==> src/rtl/lsu_ctrl.sv <==
// lsu_ctrl: single-outstanding load/store sequencer between execute stage and data bus
module lsu_ctrl #(
    parameter int unsigned TIMEOUT_CYCLES = 255
) (
    input  logic        clk,
    input  logic        rst,
    input  logic        req_valid,
    output logic        req_ready,
    input  logic        req_load,
    input  logic        req_store,
    input  logic [1:0]  req_size,
    input  logic        req_unsigned,
    input  logic [31:0] req_addr,
    input  logic [31:0] req_wdata,
    output logic        mem_valid,
    input  logic        mem_ready,
    output logic        mem_wr,
    output logic [31:0] mem_addr,
    output logic [3:0]  mem_wstrb,
    output logic [31:0] mem_wdata,
    input  logic        mem_rvalid,
    input  logic [31:0] mem_rdata,
    output logic        rsp_valid,
    output logic [31:0] rsp_data,
    output logic        rsp_exc,
    output logic [3:0]  rsp_cause,
    output logic        busy
);
    typedef enum logic [1:0] {IDLE, REQ, WAIT, RESP} state_t;
    state_t      state, state_n;
    logic [31:0] addr_q, wdata_q, cnt, wdata_d, load_val;
    logic [3:0]  wstrb_q, wstrb_d;
    logic        wr_q, uns_q;
    logic        accept, illegal, misal, hs, rdone, fault;
    logic [7:0]  lb;
    logic [15:0] lh;

    // request decode, lane generation and load-lane extraction
    always_comb begin
        accept   = state == IDLE && req_valid;
        illegal  = req_load == req_store || req_size == 2'd3;
        misal    = (req_size == 2'd1 && req_addr[0]) || (req_size == 2'd2 && req_addr[1:0] != 2'd0);
        hs       = state == REQ && mem_ready;
        rdone    = state == WAIT && mem_rvalid;
        fault    = TIMEOUT_CYCLES != 0 && (state == REQ || state == WAIT)
                   && cnt + 32'd1 == TIMEOUT_CYCLES && !hs && !rdone;
        wstrb_d  = req_size == 2'd0 ? 4'b0001 << req_addr[1:0] :
                   req_size == 2'd1 ? 4'b0011 << req_addr[1:0] : 4'hF;
        wdata_d  = req_size == 2'd0 ? {4{req_wdata[7:0]}} :
                   req_size == 2'd1 ? {2{req_wdata[15:0]}} : req_wdata;
        lb       = wstrb_q[3] ? mem_rdata[31:24] : wstrb_q[2] ? mem_rdata[23:16] :
                   wstrb_q[1] ? mem_rdata[15:8] : mem_rdata[7:0];
        lh       = wstrb_q[2] ? mem_rdata[31:16] : mem_rdata[15:0];
        load_val = wstrb_q == 4'hF ? mem_rdata :
                   (wstrb_q == 4'h3 || wstrb_q == 4'hC) ? {{16{lh[15] & ~uns_q}}, lh} :
                   {{24{lb[7] & ~uns_q}}, lb};
    end

    // state register
    always_ff @(posedge clk) begin
        if (rst) state <= IDLE;
        else     state <= state_n;
    end

    // next-state logic; a completing handshake or read beats a same-cycle timeout
    always_comb begin
        state_n = state;
        case (state)
            IDLE:    state_n = accept ? ((illegal || misal) ? RESP : REQ) : IDLE;
            REQ:     state_n = hs ? (wr_q ? RESP : WAIT) : fault ? RESP : REQ;
            WAIT:    state_n = (rdone || fault) ? RESP : WAIT;
            default: state_n = IDLE;
        endcase
    end

    // state-decoded outputs
    always_comb begin
        req_ready = state == IDLE;
        mem_valid = state == REQ;
        rsp_valid = state == RESP;
        busy      = state != IDLE;
    end

    // latched request fields, timeout counter and held response
    always_ff @(posedge clk) begin
        if (rst) begin
            addr_q    <= '0;
            wdata_q   <= '0;
            wstrb_q   <= '0;
            wr_q      <= 1'b0;
            uns_q     <= 1'b0;
            cnt       <= '0;
            rsp_data  <= '0;
            rsp_exc   <= 1'b0;
            rsp_cause <= '0;
        end else begin
            if (accept) begin
                addr_q  <= req_addr;
                wdata_q <= wdata_d;
                wstrb_q <= wstrb_d;
                wr_q    <= req_store;
                uns_q   <= req_unsigned;
                cnt     <= '0;
                if (illegal || misal) begin
                    rsp_exc   <= 1'b1;
                    rsp_cause <= illegal ? 4'd2 : req_store ? 4'd6 : 4'd4;
                    rsp_data  <= req_addr;
                end
            end
            if (state == REQ || state == WAIT) cnt <= cnt + 32'd1;
            if ((hs && wr_q) || rdone) begin
                rsp_exc   <= 1'b0;
                rsp_cause <= 4'd0;
                rsp_data  <= rdone ? load_val : 32'd0;
            end else if (fault) begin
                rsp_exc   <= 1'b1;
                rsp_cause <= wr_q ? 4'd7 : 4'd5;
                rsp_data  <= addr_q;
            end
        end
    end

    assign mem_wr    = wr_q;
    assign mem_addr  = {addr_q[31:2], 2'b00};
    assign mem_wstrb = wstrb_q;
    assign mem_wdata = wdata_q;
endmodule

==> config.mk <==
export PLATFORM = sky130hd
export DESIGN_NAME = lsu_ctrl
export DESIGN_NICKNAME = d
export VERILOG_FILES = /design/src/rtl/lsu_ctrl.sv
export SDC_FILE = /design/constraint.sdc
export NUM_CORES = 1
export LEC_CHECK = 0
export CELL_PAD_IN_SITES_DETAIL_PLACEMENT = 1
export CELL_PAD_IN_SITES_GLOBAL_PLACEMENT = 1
export CORE_MARGIN = 4
export CORE_UTILIZATION = 38
export CTS_CLUSTER_SIZE = 30
export DETAILED_ROUTE_END_ITERATION = 10
export PLACE_DENSITY_LB_ADDON = 0.1
export REMOVE_ABC_BUFFERS = 1
export SLEW_MARGIN = 15
export SYNTH_ARGS = -nofsm -noshare
export SYNTH_HDL_FRONTEND = slang
export SYNTH_SLANG_ARGS = --single-unit
==> constraint.sdc <==
create_clock -name clk -period 6.9 [get_ports clk]
set_input_delay 1.38 -clock clk [delete_from_list [all_inputs] [get_ports clk]]
set_output_delay 1.38 -clock clk [all_outputs]
set_load 0.05 [all_outputs]
# Word-level counts from Yosys, hierarchy flattened
# Index checks and enable logic that the tools add are counted.
# totals
in_bits	106
ff_bits	141
# classes
muxes	33
n_eq_ne	11
add_sub_neg	1
n_shift	2
n_reduce_logical	30
bitwise	3
# ops
operator	n
$mux 32	11
$add 32x1->32 const B	1
$eq 32x8->1 const B	1
$mux 8	3
$mux 4	5
$mux 16	1
$mux 2	6
$reduce_bool 2->1	5
$logic_and 1x1->1	9
$eq 2x2->1 const B	4
$eq 4x4->1 const B	2
$logic_or 1x1->1	7
$pmux 2 s3	1
$reduce_bool 3->1	2
$mux 1	5
$eq 2x1->1 const B	2
$eq 4x2->1 const B	1
$logic_not 2->1	2
$reduce_and 2->1	2
$shl 1x2->4 const A	1
$shl 2x2->4 const A	1
$mux 3	1
$and 1x1->1	2
$logic_not 1->1	2
other kinds (3)	3

# Logic depth before layout (Yosys ltp)
# Gate-level depths: netlist (run 1).
# depth
ltp_word	8
mapped_depth	13
mapped_depth_nobuf	9

# Worst setup path before layout (run 1)
# Ideal clock, no wire load.
# synth_path
kind	input -> register
from	in mem_ready
to	reg rsp_data[10]
arrival_time_ns	3.176
n_path_buf	1
stages	8
setup_ns	0.089
slack_ns	3.635
t_required_ns	6.811
cell_sequence	nand2_1 nand4_1 nor4_1 o2111ai_1 nor4_4 buf_4 mux2_2 a311oi_2
# synth_between
elab_chain_cells	6
elab_cells_between_ends	11
cone_classes	mux (2); reduce/logical (9)
# synth_rtl
element	line	text
start, declared	16	input logic mem_ready,
$logic_and 1x1->1 (*)	43	hs = state == REQ && mem_ready;
$logic_not 1->1	46	&& cnt + 32'd1 == TIMEOUT_CYCLES && !hs && !rdone;
$logic_and 1x1->1 (2 in a row)	46	
$reduce_bool 3->1 (no line) / $mux 32 (equally long branches)	-	
$reduce_and 2->1 (no line) / $mux 32 (equally long branches)	-	
end signal, assigned	107	rsp_data <= req_addr;
end signal, assigned	114	rsp_data <= rdone ? load_val : 32'd0;
end signal, assigned	118	rsp_data <= addr_q;
end, declared	24	output logic [31:0] rsp_data,
# Every way passes the cells marked *; elsewhere a longest branch is shown, timed or not.
# A chain may end at the register's enable or synchronous reset.

# Final worst setup path (run 1)
# layout_path
from	reg cnt[1]
to	reg rsp_data[22]
# layout_between
elab_chain_cells	7
elab_cells_between_ends	10
cone_classes	add/sub (1); eq/ne (1); mux (2); reduce/logical (6)
# layout_rtl
element	line	text
start, declared	31	logic [31:0] addr_q, wdata_q, cnt, wdata_d, load_val;
start signal, assigned	110	if (state == REQ || state == WAIT) cnt <= cnt + 32'd1;
$add 32x1->32 (*)	46	
$eq 32x8->1 (*)	46	
$logic_and 1x1->1 (*) (3 in a row)	46	
$reduce_bool 3->1 (no line) / $mux 32 (equally long branches)	-	
$reduce_and 2->1 (no line) / $mux 32 (equally long branches)	-	
# Marks and branches as above.

==> results of run 1 <==
-- registers in the layout, summed over array words and instances (netlist names) --
register and cells:
mem_wr 1, rsp_data 32, cnt 32, state 2
mem_wstrb 4, rsp_exc 1, rsp_cause 3, uns_q 1
mem_wdata 32, addr_q 32
-- power breakdown --
group | switching, mW | internal (mW)
sequential | 0.0725 | 0.896
clock | 0.380 | 0.545
combinational | 0.720 | 0.360
total | 1.17 | 1.80
-- cells by family (layout without fill, tap and decap cells) --
| kind of cell | count (synthesis) | after routing |
|---|---|---|
| mux | 51 | 51 |
| buf+inv | 136 | 267 |
| flops | 140 | 140 |
| xor+xnor | 17 | 17 |
| compound gates | 283 | 283 |
| other cells | 1 | 5 |
| simple gates | 442 | 442 |
| fa+ha+maj | 10 | 10 |
-- final cells by class --
type / instances / share of cell area
flip-flops and latches: 140 / 0.260
inverters: 12 / 0.00417
diodes: 2 / 0.000464
multi-input cells: 806 / 0.445
clock buffers: 20 / 0.0414
well taps: 275 / 0.0319
clock inverters: 12 / 0.0131
repair buffers: 223 / 0.204
-- placed cells by master (no fill, tap or decap), types with 15 or more instances in the layout --
cell type        instances
o21ai_0                 78
a311oi_1                18
clkdlybuf4s50_1        211
or3_1                   15
nor3_1                  48
nor2_1                  64
o211ai_1                17
dfxtp_1                140
a21oi_1                100
mux2i_1                 23
nand2_1                229
mux2_2                  23
a311oi_2                28
clkbuf_16               17
-- synthesized netlist by cell type (9+ instances only) --
master      n  area share
inv_1      11      0.0050
ha_1       10       0.015
clkbuf_1   64       0.029
a21oi_1   100       0.060
mux2_2     23       0.031
a311oi_2   28       0.051
nand3_1    14      0.0085
o21ai_0    78       0.047
nand4_1    11      0.0083
o211ai_1   17       0.015
buf_1       9      0.0041
mux2i_1    23       0.028
nor3_1     48       0.029
nor2_1     64       0.029
a211oi_1   11       0.010
buf_4      36       0.033
xnor2_1     9      0.0095
or3_1      15       0.011
nand2_1   230        0.10
dfxtp_1   140        0.34
nand2b_1   11      0.0083
a311oi_1   18       0.019
nand3b_1   11       0.010
-- worst max-delay path, stage by stage, from the launching register on --
cell and delay, ns:
dfxtp_1 0.43, ha_1 0.26, nand3_1 0.38, nor4_1 0.81
nand2_1 0.27, xor2_1 0.19, nand4_1 0.14, nor4_4 0.26
buf_4 0.37, buf_4 0.51, mux2_2 0.41, a311oi_2 0.24
-- worst max-delay path by stage --
stage | from | slack, ns | cells past startpoint | to
2_1_floorplan | mem_rvalid | 0.56 | 5 | rsp_data[0]
3_3_place_gp | req_addr[0] | 2.21 | 10 | rsp_data[20]
3_5_place_dp | req_addr[0] | 2.06 | 10 | rsp_data[22]
4_1_cts | cnt[1] | 2.46 | 11 | rsp_data[22]
5_1_grt | cnt[1] | 2.14 | 11 | rsp_data[22]
6_report | cnt[1] | 2.47 | 11 | rsp_data[22]
-- routing by layer --
layer	track usage	vias to the layer above
met5	0	-
met4	0.0684	0
met3	0.0533	39
met2	0.420	178
met1	0.299	4082
li1	-	4039
-- stage by stage --
stage	std cells	setup slack [ns]	area, sq um	hold slack, ns
after floorplan	958	0.557	7630	0.431
after global placement	1456	2.21	10200	0.441
after detailed placement	1456	2.06	10200	0.448
after CTS	1488	2.46	10800	0.457
after global routing	1490	2.14	10800	0.471
final	1490	2.47	10800	0.454
==> summary.md, run 1 <==
| Metric | Value |
|---|---|
| CP Class | `reg2reg` |
| Worst Max-Slew Pin Slew | `1.03 ns` |
| Max Fclk | `226 MHz` |
| Reg2reg end | `rsp_data[22]` |
| Final core utilization | `0.509` |
| Final wirelength | `29.7 mm` |
| IR drop worst, VDD | `160 uV` |
| Worst setup EP type | `flip-flop` |
| First-pass GRT wire length | `46.8 mm` |
| Antenna-violating nets left | `0` |
| Pre-antenna DRT Iters | `5` |
| Final Critical Period | `4.43 ns` |
| Period utilization | `0.641` |
| Die X-Extent | `156 microns` |
| Global Route Usage Sum | `0.241` |
| Overall Power | `2.97 mW` |
| Final nets | `1,316` |
| Synth Area in XOR/XNOR | `0.0180` |
| Pwr dens | `276 nW/um^2` |
| Initial Util | `0.390` |
| Initial antenna violation count | `2` |
| Vias in the first global route | `8,531` |
| Ys Warns | `0` |
| Final setup vio count | `0` |
| DRC Markers | `0` |
| Cell leakage power | `3.72 nW` |
| Highest routed metal layer | `met4` |
| Setup TNS Final | `0 ns` |
| Largest net degree at the start of global routing | `88` |
| CP arrival | `4.75 ns` |
| Fraction of layout cells with a size suffix above 1 | `0.0890` |
| Met2 wire len | `15.1 mm` |
| Fillers | `2,579` |
| Die ar. | `24,200 sq um` |
| P&R area growth vs syn | `30.3%` |
| Die height | `156 microns` |
| Min-delay src | `mem_wdata[30]` |
| EDFF count, synth | `0` |
| TritonCTS buffer count | `17` |
| Slew Limit Fails | `0` |
| Final hold vios | `0` |
| Min-delay worst type | `reg2reg` |
| Postcts setup bufs | `0` |
| Req. time, crit path | `7.22 ns` |
| Outcome | `completed` |
| Sequential cell area | `2800 sq um` |
| Combined area of the multi-input logic cells | `4810 sq um` |
| Clk slew on worst S/H paths | `0.07 ns` |
| Synthesized flop and latch total | `140` |
| Worst-case clock buffer depth | `2` |
| Seq/Total Area, Yosys | `0.338` |
| Startpoint type of the worst setup path | `flip-flop` |
| Overflow after GRT | `0` |
| I/O pin cnt | `216` |
| Core box area | `21,200 sq um` |
| Number of library cell types mapped by synthesis | `61` |
| PortBufs | `212` |
| Cell Area, Synth | `8280 sq um` |
| TritonCTS clock tree | `yes` |
| Syn Area/Cell | `7.67 sq um` |
| WHS Path Cells | `2` |
| R2R depth | `11` |
| RSZ-0062 raised after global routing | `no` |
| Per-cell routed wire length | `20.0 microns` |
| Internal reg-to-reg setup slack | `2.47 ns` |
| Metal3 WL | `1.36 mm` |
| Hold Path End | `mem_wdata[30]` |
| Initial drt markers | `451` |
| Mux contribution to synthesized area | `0.0659` |
| R2r startpoint | `cnt[1]` |
| FP Rows | `53` |
| Max-Cap Viols | `0` |
| Max-slew headroom | `0.314` |
| Sink Count | `140` |
| Mapped Cells | `1,080` |
| Clk_lat worst skew | `0.42 ns` |
| Final HPWL DP | `20.7 mm` |
| Compound-Gate Fraction of Synth Area | `0.232` |
| Largest family of logic cells by synthesized area | `simple AND/OR/NAND/NOR gates` |
| H-Tree Depth | `4` |
| Simple logic cell fraction of the synthesized area | `0.245` |
| CTS root buffer | `clkbuf_16` |
| Crit path max fanout | `43` |
| PostCTS Resize Cnt | `0` |
| Setup Skew | `0.0119 ns` |
| DR vias | `8,338` |
| GPL Wtd Cong | `0.826` |
| Met1 WL | `12.7 mm` |
| Fraction of registers with async set/reset | `0` |
| Adder-cell area share of the yosys netlist | `0.0151` |
| Cts hold-fix bufs | `0` |
| DR vias/cell | `5.60` |
| Main flop type after synthesis | `dfxtp_1` |
No activity file was read; power rests on OpenSTA's default activity.
==> run 2: changes to the inputs <==
--- a/config.mk
+++ b/config.mk
@@ -8,7 +8,7 @@
 export CELL_PAD_IN_SITES_DETAIL_PLACEMENT = 1
 export CELL_PAD_IN_SITES_GLOBAL_PLACEMENT = 1
 export CORE_MARGIN = 4
-export CORE_UTILIZATION = 38
+export CORE_UTILIZATION = 36
 export CTS_CLUSTER_SIZE = 30
 export DETAILED_ROUTE_END_ITERATION = 10
 export PLACE_DENSITY_LB_ADDON = 0.1
==> constraint.sdc (replaced) <==
create_clock -name clk -period 4.6 [get_ports clk]
set_input_delay 0.92 -clock clk [delete_from_list [all_inputs] [get_ports clk]]
set_output_delay 0.92 -clock clk [all_outputs]
set_load 0.05 [all_outputs]
==> summary.md, run 2 (synthesis gave the netlist of run 1 again) <==
| Metric | Value |
|---|---|
| Global Route Usage Sum | `0.227` |
| Setup Skew | `0.0119 ns` |
| Die X-Extent | `160 microns` |
| Cts hold-fix bufs | `0` |
| Initial antenna violation count | `2` |
| IR drop worst, VDD | `258 uV` |
| Final nets | `1,324` |
| DR vias/cell | `5.52` |
| WHS Path Cells | `2` |
| Worst-case clock buffer depth | `2` |
| Max-slew headroom | `0.376` |
| Overflow after GRT | `0` |
| Clk_lat worst skew | `0.43 ns` |
| P&R area growth vs syn | `31.4%` |
| Most frequent cells in the layout | `nand2_1, clkdlybuf4s50_1, dfxtp_1` |
| Max stage delay cell, worst path | `nor4_1` |
| Clk slew on worst S/H paths | `0.07 ns` |
| Final HPWL DP | `20.9 mm` |
| Core box area | `22,600 sq um` |
| Cell leakage power | `3.78 nW` |
| PostCTS Resize Cnt | `0` |
| PortBufs | `212` |
| Die ar. | `25,500 sq um` |
| Die height | `160 microns` |
| Postcts setup bufs | `0` |
| Startpoint type of the worst setup path | `flip-flop` |
| CTS root buffer | `clkbuf_16` |
| Max Fclk | `253 MHz` |
| Final setup vio count | `0` |
| FP Rows | `55` |
| Final wirelength | `29.9 mm` |
| Overall Power | `4.49 mW` |
| Req. time, crit path | `4.93 ns` |
| Slew Limit Fails | `0` |
| Commonest non-fill, non-tap cell in the layout | `nand2_1` |
| DP Worst Slack | `0.645 ns` |
| Per-cell routed wire length | `19.8 microns` |
| First-pass GRT wire length | `47.3 mm` |
| Initial drt markers | `409` |
| Final Critical Period | `3.95 ns` |
| GPL Wtd Cong | `0.884` |
| Antenna-violating nets left | `0` |
| Final hold vios | `0` |
| Instance count on the critical path | `10` |
| Delay-heaviest family, CP | `simple AND/OR/NAND/NOR gates` |
| Largest net degree at the start of global routing | `70` |
| Crit path max fanout | `30` |
| Initial Util | `0.366` |
| CP Class | `reg2reg` |
| Min-delay worst type | `reg2reg` |
| Period utilization | `0.859` |
| Hold_ws | `0.454 ns` |
| Vias in the first global route | `8,522` |
| R2R depth | `10` |
| Pwr dens | `412 nW/um^2` |
| Crit-path cells | `ha_1 > nand3_1 > nor4_1 > nand2_1 > xor2_1 > nand4_1 > nor4_4 > buf_4 > mux2_2 > a311oi_2` |
| Sink Count | `140` |
| DR vias | `8,323` |
| Pre-antenna DRT Iters | `5` |
| H-Tree Depth | `4` |
| Max-Cap Viols | `0` |
| Outcome | `completed` |
| RSZ-0062 raised after global routing | `no` |
| Worst setup EP type | `flip-flop` |
| Crit path buffers/inverters | `1` |
| TritonCTS buffer count | `17` |
| TritonCTS clock tree | `yes` |
| Slowest cell delay on critical path | `0.70 ns` |
| Worst Max-Slew Pin Slew | `0.934 ns` |
| I/O pin cnt | `216` |
| DRC Markers | `0` |
| CP arrival | `4.29 ns` |
| Fin worst setup slack | `0.648 ns` |
| Fraction of layout cells with a size suffix above 1 | `0.0966` |
## run 2: changes by cell type in the layout (fill, tap and decap cells not counted)
cell / previous run / this run
buf_12: 0 / 2
bufinv_16: 2 / 1
clkbuf_1: 2 / 0
clkbuf_8: 1 / 2
inv_6: 1 / 5
buf_4: 12 / 18
clkinvlp_4: 5 / 3
## run 2: worst register-to-register path: stages (launching register included)
cell and delay (ns):
dfxtp_1 0.43, ha_1 0.27, nand3_1 0.40, nor4_1 0.70, nand2_1 0.25, xor2_1 0.20
nand4_1 0.18, nor4_4 0.39, buf_4 0.40, mux2_2 0.40, a311oi_2 0.23
## run 2: stage by stage
stage / instance area [sq um] / util / TNS, ns / std cells
after floorplan: 7630 / - / -36.85 / 958
after global placement: 10300 / 0.455 / 0 / 1474
after detailed placement: 10300 / 0.455 / 0 / 1474
after CTS: 10900 / 0.481 / 0 / 1506
after global routing: 10900 / 0.481 / 0 / 1508
final: 10900 / 0.481 / 0 / 1508
## run 2: final timing paths
| path | startpoint | end | slack (ns) |
|---|---|---|---|
| worst min-delay path | mem_wdata[1] | mem_wdata[1] | 0.45 |
| worst max-delay path | cnt[1] | rsp_data[17] | 0.65 |
| worst max register to register | cnt[1] | rsp_data[17] | 0.65 |
| worst min register to register | mem_wdata[1] | mem_wdata[1] | 0.45 |
## run 2: cell type report
class,instances,area (sq um)
Antenna cell,2,5.00
Inverter,12,45.0
Clock inverter,13,131
Timing Repair Buffer,231,2290
Clock buffer,19,453
Sequential cell,140,2800
Multi-Input combinational cell,806,4810
Fill cell,2724,11800
Tap cell,285,357
## run 2: power breakdown
| group | switching [mW] | total, mW | internal [mW] |
|---|---|---|---|
| combinational | 1.09 | 1.65 | 0.562 |
| sequential | 0.107 | 1.45 | 1.34 |
| clock | 0.598 | 1.38 | 0.785 |
| total | 1.80 | 4.49 | 2.69 |
## run 2: per-layer routing
metal  vias up  global-route usage  share of wire
met1      4069               0.291           0.45
met4         0              0.0533         0.0088
met2       177               0.380           0.48
li1       4065                   -              -
met3        12              0.0630          0.058
met5         -                   0              0
